`src/rtl/tow_pkg.sv`:
```
// Shared definitions for the tug-of-war player-input path.
//
// Contents:
//   db_state_e    - debounce FSM state encoding. Bit 1 is the accepted button
//                   level, and bit 1 XOR bit 0 marks a pending candidate change.
//   DB_COUNT_SYN  - stable-sample count for a 5 ms window at 50 MHz.
//   DB_COUNT_SIM  - short stable-sample count for simulation.
//   CNT_W_SYN / CNT_W_SIM - matching counter widths.
package tow_pkg;

    typedef enum logic [1:0] {
        S_IDLE_LO = 2'b00,
        S_PEND_HI = 2'b01,
        S_HI      = 2'b11,
        S_PEND_LO = 2'b10
    } db_state_e;

    localparam int DB_COUNT_SYN = 250000;
    localparam int DB_COUNT_SIM = 4;
    localparam int CNT_W_SYN    = 18;
    localparam int CNT_W_SIM    = 3;

endpackage

```
`src/rtl/push_debounce_sync_sync2.sv`:
```
// sync2: two-flop synchronizer for a single asynchronous level.
// It can be reused for any async input, such as reset-button conditioning.
//
// Ports:
//   clk - sampling clock (rising edge)
//   rst - asynchronous active-low reset; both flops clear to 0
//   d   - asynchronous input level
//   q   - level synchronized to clk, delayed by two edges
module sync2 (
    input  logic clk,
    input  logic rst,
    input  logic d,
    output logic q
);

    logic meta;

    always_ff @(posedge clk or negedge rst) begin
        if (!rst) begin
            meta <= 1'b0;
            q    <= 1'b0;
        end else begin
            meta <= d;
            q    <= meta;
        end
    end

endmodule

```
`src/rtl/push_debounce_sync.sv`:
```
// push_debounce_sync: conditions one raw push-button into a clean,
// clock-synchronous level for the one-pulse round-win detector.
// The raw input passes through a two-flop synchronizer. A debounce FSM then
// accepts a level change only after DB_COUNT consecutive stable samples.
//
// Parameters:
//   DB_COUNT - consecutive stable samples needed to accept a change
//              (1 <= DB_COUNT <= 2**CNT_W)
//   CNT_W    - width of the stable-sample counter
//
// Ports:
//   clk       - system clock, rising edge
//   rst       - asynchronous active-low reset
//   pb_raw    - raw bouncing button level (1 = pressed)
//   sypush    - debounced synchronized level (registered decode)
//   bouncing  - high while a candidate change is being qualified
//   dbg_state - current FSM state, for debug and checkers
//
// Valid/ready: none. This is a free-running level conditioner. sypush is
// meaningful on every cycle, and there is no back-pressure.
module push_debounce_sync
    import tow_pkg::*;
#(
    parameter int DB_COUNT = DB_COUNT_SYN,
    parameter int CNT_W    = CNT_W_SYN
) (
    input  logic       clk,
    input  logic       rst,
    input  logic       pb_raw,
    output logic       sypush,
    output logic       bouncing,
    output logic [1:0] dbg_state
);

    localparam logic [CNT_W-1:0] CNT_LAST = CNT_W'(DB_COUNT - 1);

    logic             sync1;
    db_state_e        state, state_nxt;
    logic [CNT_W-1:0] cnt, cnt_nxt;

    // pb_raw reaches the FSM only through the synchronizer.
    sync2 u_sync2 (
        .clk (clk),
        .rst (rst),
        .d   (pb_raw),
        .q   (sync1)
    );

    always_ff @(posedge clk or negedge rst) begin
        if (!rst) begin
            state <= S_IDLE_LO;
            cnt   <= '0;
        end else begin
            state <= state_nxt;
            cnt   <= cnt_nxt;
        end
    end

    // The counter defaults to 0. It advances only while a pending level is
    // still being seen, so it stops at CNT_LAST and never wraps.
    always_comb begin
        state_nxt = state;
        cnt_nxt   = '0;
        case (state)
            S_IDLE_LO: begin
                if (sync1) state_nxt = S_PEND_HI;
            end
            S_PEND_HI: begin
                if (!sync1)                state_nxt = S_IDLE_LO;
                else if (cnt == CNT_LAST)  state_nxt = S_HI;
                else                       cnt_nxt   = cnt + 1'b1;
            end
            S_HI: begin
                if (!sync1) state_nxt = S_PEND_LO;
            end
            S_PEND_LO: begin
                if (sync1)                 state_nxt = S_HI;
                else if (cnt == CNT_LAST)  state_nxt = S_IDLE_LO;
                else                       cnt_nxt   = cnt + 1'b1;
            end
            default: state_nxt = S_IDLE_LO;
        endcase
    end

    // Outputs decode only from the state register, so they cannot glitch.
    // The state encoding also gives the async reset immediate effect on them.
    always_comb begin
        sypush    = state[1];
        bouncing  = state[1] ^ state[0];
        dbg_state = state;
    end

endmodule

```
`config.mk`:
```
export PLATFORM = sky130hd
export DESIGN_NAME = push_debounce_sync
export DESIGN_NICKNAME = d
export VERILOG_FILES = /design/src/rtl/tow_pkg.sv /design/src/rtl/push_debounce_sync_sync2.sv /design/src/rtl/push_debounce_sync.sv
export SDC_FILE = /design/constraint.sdc
export NUM_CORES = 1
export LEC_CHECK = 0
export BUFFER_PORTS_ARGS = -buffer_cell sky130_fd_sc_hd__buf_2
export CAP_MARGIN = 25
export CORE_MARGIN = 4
export CORE_UTILIZATION = 30
export CTS_CLUSTER_SIZE = 40
export DETAILED_ROUTE_END_ITERATION = 16
export HOLD_SLACK_MARGIN = 0.03
export PLACE_DENSITY = 0.52
export SETUP_SLACK_MARGIN = 0.1
export SYNTH_ARGS = -nofsm -noshare
export SYNTH_HDL_FRONTEND = slang
export SYNTH_SLANG_ARGS = --single-unit
```
`constraint.sdc`:
```
create_clock -name clk -period 5.05 [get_ports clk]
set_clock_uncertainty 0.2 [all_clocks]
set_input_delay 1.2625 -clock clk [delete_from_list [all_inputs] [get_ports clk]]
set_output_delay 1.2625 -clock clk [all_outputs]
set_load 0.005 [all_outputs]
```
# Word-level counts from Yosys, hierarchy flattened
# Index checks and enable logic that the tools add are counted.
dict set report op_classes {
  n_addsub 1
  n_eq_ne 8
  muxes 11
  bitwise 1
  n_reduce_logical 2
}
# operator count
set ops {}
lappend ops {{18-bit two-way mux} 3}
lappend ops {{18-bit case mux with 2 select lines} 1}
lappend ops {{18-bit by 1-bit adder with 18-bit output (second input constant)} 1}
lappend ops {{18-bit equality test (second input constant)} 1}
lappend ops {{2-bit two-way mux} 6}
lappend ops {{2-bit case mux with 4 select lines} 1}
lappend ops {{2-bit equality test (second input constant)} 2}
lappend ops {{4-bit AND reduction} 1}
lappend ops {{3-bit by 2-bit inequality test with 1-bit output (second input constant)} 1}
lappend ops {{3-bit inequality test (second input constant)} 1}
lappend ops {{2-bit by 1-bit equality test with 1-bit output (second input constant)} 1}
lappend ops {{2-bit logical NOT} 1}
lappend ops {{2-bit by 1-bit inequality test with 1-bit output (second input constant)} 1}
lappend ops {{2-bit inequality test (second input constant)} 1}
lappend ops {{1-bit bitwise XOR} 1}
dict set report word_totals {
  ff_bits 22
  input_bits 3
  output_inout_bits 4
}

# Depth between registers and ports, before layout
# Gate-level depths: netlist of the first run.
dict set report logic_depth {
  word_depth 4
  depth_mapped 6
  mapped_depth_nobuf 6
}

# By module
# A second synthesis of the first run with hierarchy kept.
dict set report unflattened {
  cells_unflattened 120
  hier_area_um2 1203.7
}
# mod instances cells_each area_per_inst_um2
set modules_own_cells {}
lappend modules_own_cells {push_debounce_sync 1 118 1153.6}
lappend modules_own_cells {sync2 1 2 50.0}

# Worst setup path after synthesis of the first run
# Ideal clock, no wire load.
dict set report synth_path {
  path_type {flip-flop to output port}
  startpoint {reg state[1] (netlist: dbg_state[1])}
  endpoint {out bouncing}
  t_arrival_ps 848
  required_ps 3588
  setup_slack_ps 2739
  path_stages_with_launch 3
  n_path_buf 0
  path_cell_list {dfrtp_1 > inv_1 > ha_1}
}
dict set report synth_between {
  elab_chain_cells 1
}
# element line
set synth_lines {}
lappend synth_lines {{start: declaration} push_debounce_sync.sv:38} ;# db_state_e state, state_nxt;
lappend synth_lines {{start signal: assignment} push_debounce_sync.sv:54} ;# state <= state_nxt;
lappend synth_lines {{1-bit bitwise XOR} push_debounce_sync.sv:89} ;# bouncing = state[1] ^ state[0];
lappend synth_lines {{end: declaration} push_debounce_sync.sv:31} ;# output logic bouncing,
# No other way between the ends.

# Final worst setup path of the first run
# Ends and elaborated chain as after synthesis.

==> results of run 1 <==
==> layout by cell type (no fill, tap or decap), types with 2 or more instances in the layout <==
cell type	synthesis	final
o31ai_1	3	3
a211oi_1	3	3
and4_1	2	2
ha_1	5	5
or4_1	2	2
nand4_1	3	3
clkbuf_8	0	3
nand3_1	4	4
nor3_1	4	4
xnor2_1	5	5
or3_1	3	3
dfrtp_1	22	22
and3_1	2	2
xor2_1	6	6
nand2_1	9	9
inv_1	5	5
a21oi_1	6	6
o21ai_0	4	4
nor2_1	15	15
buf_2	0	6
==> power breakdown <==
part | switching (W) | leakage, nW | internal [W]
combinational | 0.0000813 | 0.236 | 0.0000515
sequential | 0.0000146 | 0.300 | 0.000188
clock | 0.0000602 | 0.0357 | 0.000106
==> registers in the layout (all words and copies together) (netlist names) <==
name,flops
dbg_state,2
u_sync2.meta,1
cnt,18
u_sync2.q,1
==> layer usage <==
metal	track usage	part of all wire	up-vias	wire (um)
met5	0	0	-	0
met4	0.04713	0.014	0	33
met3	0.01653	0.025	2	61
met2	0.1844	0.49	11	1174
met1	0.1389	0.47	432	1139
li1	-	-	461	-
==> path summary, 6_finish.rpt <==
path                              startpoint           end  cells past startpoint
worst max-delay path            dbg_state[1]      bouncing                      3
worst min-delay path            u_sync2.meta     u_sync2.q                      0
worst max register to register       cnt[11]        cnt[2]                      4
worst min register to register  u_sync2.meta     u_sync2.q                      0
max in group asynchronous                rst  dbg_state[1]                      1
min in group asynchronous                rst       cnt[11]                      1
==> kinds of logic (layout without fill, tap and decap cells) <==
| kind of cell | Yosys count | count (layout) | share of synthesized area |
|---|---|---|---|
| AOI/OAI and AO/OA | 21 | 21 | 0.1110 |
| and+or+nand+nor | 56 | 56 | 0.2750 |
| adders and majority gates | 5 | 5 | 0.05000 |
| muxes | 2 | 2 | 0.01700 |
| buffers and inverters | 7 | 15 | 0.03000 |
| DFF | 22 | 22 | 0.4400 |
| xor gates and xnor gates | 11 | 11 | 0.07700 |
==> per-stage QoR <==
step / hold WS (ns) / worst slack, ns / area, um2
finish: 0.1542 / 2.227 / 1396
global route: 0.1753 / 2.151 / 1396
CTS: 0.1575 / 2.213 / 1396
detailed placement: 0.1381 / 2.519 / 1325
global placement: 0.1337 / 2.604 / 1325
floorplan: 0.1312 / 2.739 / 1251
==> cell type report <==
class                   count  area, um2  area share
well taps                  50      62.56     0.04480
flip-flops and latches     22      550.5      0.3943
clock inverters             1      30.03     0.02151
multi-input cells          95      663.1      0.4749
clock buffers               3      41.29     0.02957
repair buffers              6      30.03     0.02151
inverters                   5      18.77     0.01344
==> cell usage after synthesis (2+ instances only) <==
cell type	count	area, um2
xnor2_1	5	43.79
nor3_1	4	20.02
inv_1	5	18.77
a211oi_1	3	22.52
nand3_1	4	20.02
and4_1	2	17.52
and3_1	2	12.51
nand2_1	9	33.78
dfrtp_1	22	550.5
or4_1	2	15.01
nor2_1	15	56.30
or3_1	3	18.77
xor2_1	6	52.55
ha_1	5	62.56
nand4_1	3	18.77
o31ai_1	3	22.52
o21ai_0	4	20.02
a21oi_1	6	30.03
==> impl_metrics.csv, run 1 <==
group,metric,value,unit
synth,syn_inst,124,
setup_path,crit_fanout,6,
die,die_y,72.58,um
synth,synth_edf_count,0,
setup_path,cp-end-kind,"output pin",
timing,final.min_clock_period,2.823,ns
clock_tree,post-cts-setup-buffer-count,0,
synth,syn-num-nets,132,
placement,place_congestion,0.9311,
setup_path,ff2ff_setup_slack,2.93,ns
drt,drc,0,
timing,slew_headroom,0.4688,
clock_tree,htree_levels,1,
timing,fin_crit_sh,0.5589,
drt,vias,906,
synth,synthesis.area,1251,um2
synth,synth-seq-cells,22,
synth,synthArstFlopShare,1.000,
clock_tree,cts_resized,0,
power,p_leak,0.5715,nW
flow_run,drv_cap,0,
clock_tree,postCtsHoldBufs,0,
clock_tree,cts_root_buf,"clkbuf_8",
run_status,outcome,"complete, no violations",
drt,avgRoutedWirePerCell,13.24,um
worst_hold_path,hold_path_class,"reg2reg",
setup_path,slowest_stage,"dfrtp_1",
clock_tree,cts_buffer_depth,2,
clock_tree,numCtsBuffers,3,
synth,syn_area_per_cell,10.09,um2
timing,fin_setup_tns,0,ns
clock_tree,clkSlewWorstSetupHoldPaths,0.08,ns
timing,tightest_slew,0.7944,ns
drt,drt-pass1-iter-count,4,
final_layout,nNetsFinal,141,
die,dieArea,5268,um2
final_layout,drive_gt1_frac,0.1591,
drt,ant_nets,0,
die,start_util,0.3106,
setup_path,critPathArrivalTime,1.36,ns
setup_path,crit_buf_inv,2,
timing,finalSetupViolations,0,
die,die_width,72.58,um
setup_path,cp_cell_sequence,"inv_1 > ha_1 > buf_2",
placement,place_hpwl,1816,um
synth,synthFlopType,"dfrtp_1",
grt,gr-total-overflow,0,
final_layout,area.growth.synth_to_final,11.60,%
setup_path,critPathTopFamily,"flip-flops",
power,vdd_drop_max,100.3,uV
timing,hold_viol,0,
setup_path,cp-start-kind,"flip-flop",
final_layout,antennaDiodeCount,0,
placement,port_buffers,6,
grt,first_global_vias,953,
final_layout,instances_no_fill,182,
die,coreArea,4029,um2
synth,ys_types,39,
power,power_density,359.0,nW/um2
setup_path,cp.required,3.59,ns
setup_path,crit_path_max_incr_delay,0.46,ns
power,finalPower,0.0005012,W
grt,grt_util_all_layers,0.1095,
setup_path,path_class,"reg2out",
final_layout,fin_util,0.3466,
drt,viasPerCell,4.978,
synth,seq_area_frac_synth,0.4400,
drt,drt_iter0_drc,35,
grt,grt_max_degree,23,
drt,wirelength,2409,um
clock_tree,tritoncts,"yes",
clock_tree,insertion_delay,0.27,ns
timing,fmax,354.3,MHz
clock_tree,cts.sinks,22,
die,io_pins,7,
timing,slew_violations,0,
final_layout,n_fill_cell,418,
die,fp-row-count,23,
placement,place_inst,178,
grt,grt_pass1_wl,4567,um
synth,ys_warn_count,0,
timing,rsz0062_at_grt,"no",
grt,grt_antenna_before_repair,0,
(Power assumes the default switching activity.)
==> run 2, diff against run 1 <==
--- a/config.mk
+++ b/config.mk
@@ -12,7 +12,7 @@
 export CTS_CLUSTER_SIZE = 40
 export DETAILED_ROUTE_END_ITERATION = 16
 export HOLD_SLACK_MARGIN = 0.03
-export PLACE_DENSITY = 0.52
+export PLACE_DENSITY = 0.54
 export SETUP_SLACK_MARGIN = 0.1
 export SYNTH_ARGS = -nofsm -noshare
 export SYNTH_HDL_FRONTEND = slang
==> constraint.sdc (replaced) <==
create_clock -name clk -period 2.45 [get_ports clk]
set_clock_uncertainty 0.2 [all_clocks]
set_input_delay 0.6125 -clock clk [delete_from_list [all_inputs] [get_ports clk]]
set_output_delay 0.6125 -clock clk [all_outputs]
set_load 0.005 [all_outputs]
==> impl_metrics.csv, run 2 (same netlist as run 1, synthesis figures left out) <==
group,metric,value,unit
setup_path,crit_fanout,6,
final_layout,nNetsFinal,142,
placement,port_buffers,6,
timing,finalSetupViolations,0,
drt,avgRoutedWirePerCell,12.83,um
power,p_sw,0.0003053,W
setup_path,crit_path_max_incr_delay,0.44,ns
clock_tree,insertion_delay,0.27,ns
grt,top_usage_layer,"met2",
die,dieArea,5268,um2
final_layout,drive_gt1_frac,0.1654,
final_layout,largest_reg_flops,18,
final_layout,top_register,"cnt",
grt,grtUsageMet1,0.1266,
flow_run,drv_cap,0,
setup_path,cp-end-kind,"output pin",
run_status,outcome,"complete, no violations",
timing,final.min_clock_period,2.146,ns
timing,tightest_slew,0.4839,ns
timing,slew_violations,0,
drt,drt-pass1-iter-count,4,
final_layout,final_cell_mix,"dfrtp_1, nor2_1, nand2_1",
die,die_width,72.58,um
setup_path,critPathArrivalTime,1.33,ns
drt,wirelength,2347,um
power,power_density,683.3,nW/um2
power,pwr-share-comb,0.286,
grt,first_global_vias,1003,
grt,grt_antenna_before_repair,0,
clock_tree,htree_levels,1,
die,start_util,0.3106,
drt,ant_nets,0,
final_layout,final_common_cell,"dfrtp_1",
clock_tree,post-cts-setup-buffer-count,0,
clock_tree,numCtsBuffers,3,
power,finalPower,0.0009482,W
clock_tree,clkSlewWorstSetupHoldPaths,0.08,ns
timing,slew_headroom,0.6774,
power,internal-power,0.0006428,W
worst_hold_path,hold_path_class,"in2async",
power,p_leak,0.5688,nW
timing,fmax,465.9,MHz
grt,gr-total-overflow,0,
final_layout,area.growth.synth_to_final,10.90,%
setup_path,cp_cell_sequence,"inv_1 > ha_1 > buf_2",
die,io_pins,7,
clock_tree,cts_root_buf,"clkbuf_8",
power,pwr-share-clk,0.277,
clock_tree,postCtsHoldBufs,0,
clock_tree,cts.sinks,22,
drt,viasPerCell,5.153,
grt,grt_max_degree,23,
die,fp-row-count,23,
die,die_y,72.58,um
timing,fin_setup_tns,0,ns
drt,drt_iter0_drc,37,
grt,grt_pass1_wl,4381,um
timing,rsz0062_at_grt,"no",
grt,grt_util_all_layers,0.1048,
power,swShare,0.3220,
timing,fin_crit_sh,0.8760,
power,pwr-share-seq,0.438,
placement,place_congestion,0.8211,
clock_tree,cts_resized,0,
drt,vias,943,
final_layout,antennaDiodeCount,0,
drt,drc,0,
placement,place_hpwl,1726,um
setup_path,critPathTopFamily,"flip-flops",
setup_path,slowest_stage,"dfrtp_1",
power,vdd_drop_max,236.4,uV
setup_path,cp-start-kind,"flip-flop",
die,coreArea,4029,um2
clock_tree,tritoncts,"yes",
timing,hold_viol,0,
clock_tree,cts_buffer_depth,2,
setup_path,path_class,"reg2out",
setup_path,cp.required,1.64,ns
grt,grt_use_met2,0.1774,
setup_path,crit_buf_inv,2,
grt,met3_usage,0.01791,
## run 2: changes by cell type in the layout (fill, tap and decap cells not counted), sizes merged
cell / delta
clkbuf: +1
buf: +1
bufinv: -1
## run 2: final cells by class
type                       count  area [um2]
fill                         426        2641
sequential                    22       550.5
inverter                       5       18.77
clock buffer                   4       55.05
timing repair buffer           7       37.54
tap                           50       62.56
multi-input combinational     95       663.1
## run 2: worst paths after layout
path	from	slack (ns)	depth (start not counted)	endpoint
hold / removal	rst	0.09	1	cnt[3]
hold reg to reg	u_sync2.meta	0.16	0	u_sync2.q
setup / recovery	dbg_state[1]	0.30	3	bouncing
max in group asynchronous	rst	1.62	1	cnt[5]
setup reg to reg	cnt[0]	0.52	5	cnt[12]
min in group clk	u_sync2.meta	0.16	0	u_sync2.q
## run 2: power groups by stage
stage / registers [W] / clock network, W / logic [W]
3_5_place_dp: 0.000423 / 0 / 0.000274
5_1_grt: 0.000421 / 0.000285 / 0.000308
6_report: 0.000415 / 0.000262 / 0.000271
4_1_cts: 0.000416 / 0.000276 / 0.000277
2_1_floorplan: 0.000418 / 0 / 0.000203
3_3_place_gp: 0.000421 / 0 / 0.000275
## run 2: per-stage QoR
| stage | setup slack [ns] | area, um2 | utilization | instances | hold WS, ns |
|---|---|---|---|---|---|
| 2_1_floorplan | 0.6863 | 1251 | - | 124 | 0.1169 |
| 3_3_place_gp | 0.5855 | 1333 | 0.3307 | 179 | 0.1340 |
| 3_5_place_dp | 0.5420 | 1333 | 0.3307 | 179 | 0.1419 |
| 4_1_cts | 0.2861 | 1388 | 0.3444 | 183 | 0.1096 |
| 5_1_grt | 0.2157 | 1388 | 0.3444 | 183 | 0.1348 |
| 6_report | 0.3038 | 1388 | 0.3444 | 183 | 0.09408 |
## run 2: layer usage
metal	vias to the layer above	share of wire
met3	3	0.032
met4	0	0.018
met2	14	0.47
met1	463	0.47
met5	-	0
li1	463	-
## run 2: worst reg2reg max path: cells and delay by family (launching register included)
| family | cells | cell delay (ns) |
|---|---|---|
| AND/OR/NAND/NOR | 3 | 0.89 |
| flip-flops | 1 | 0.39 |
| adder cells (fa/ha/maj) | 1 | 0.23 |
| AO/OA/AOI/OAI | 1 | 0.15 |
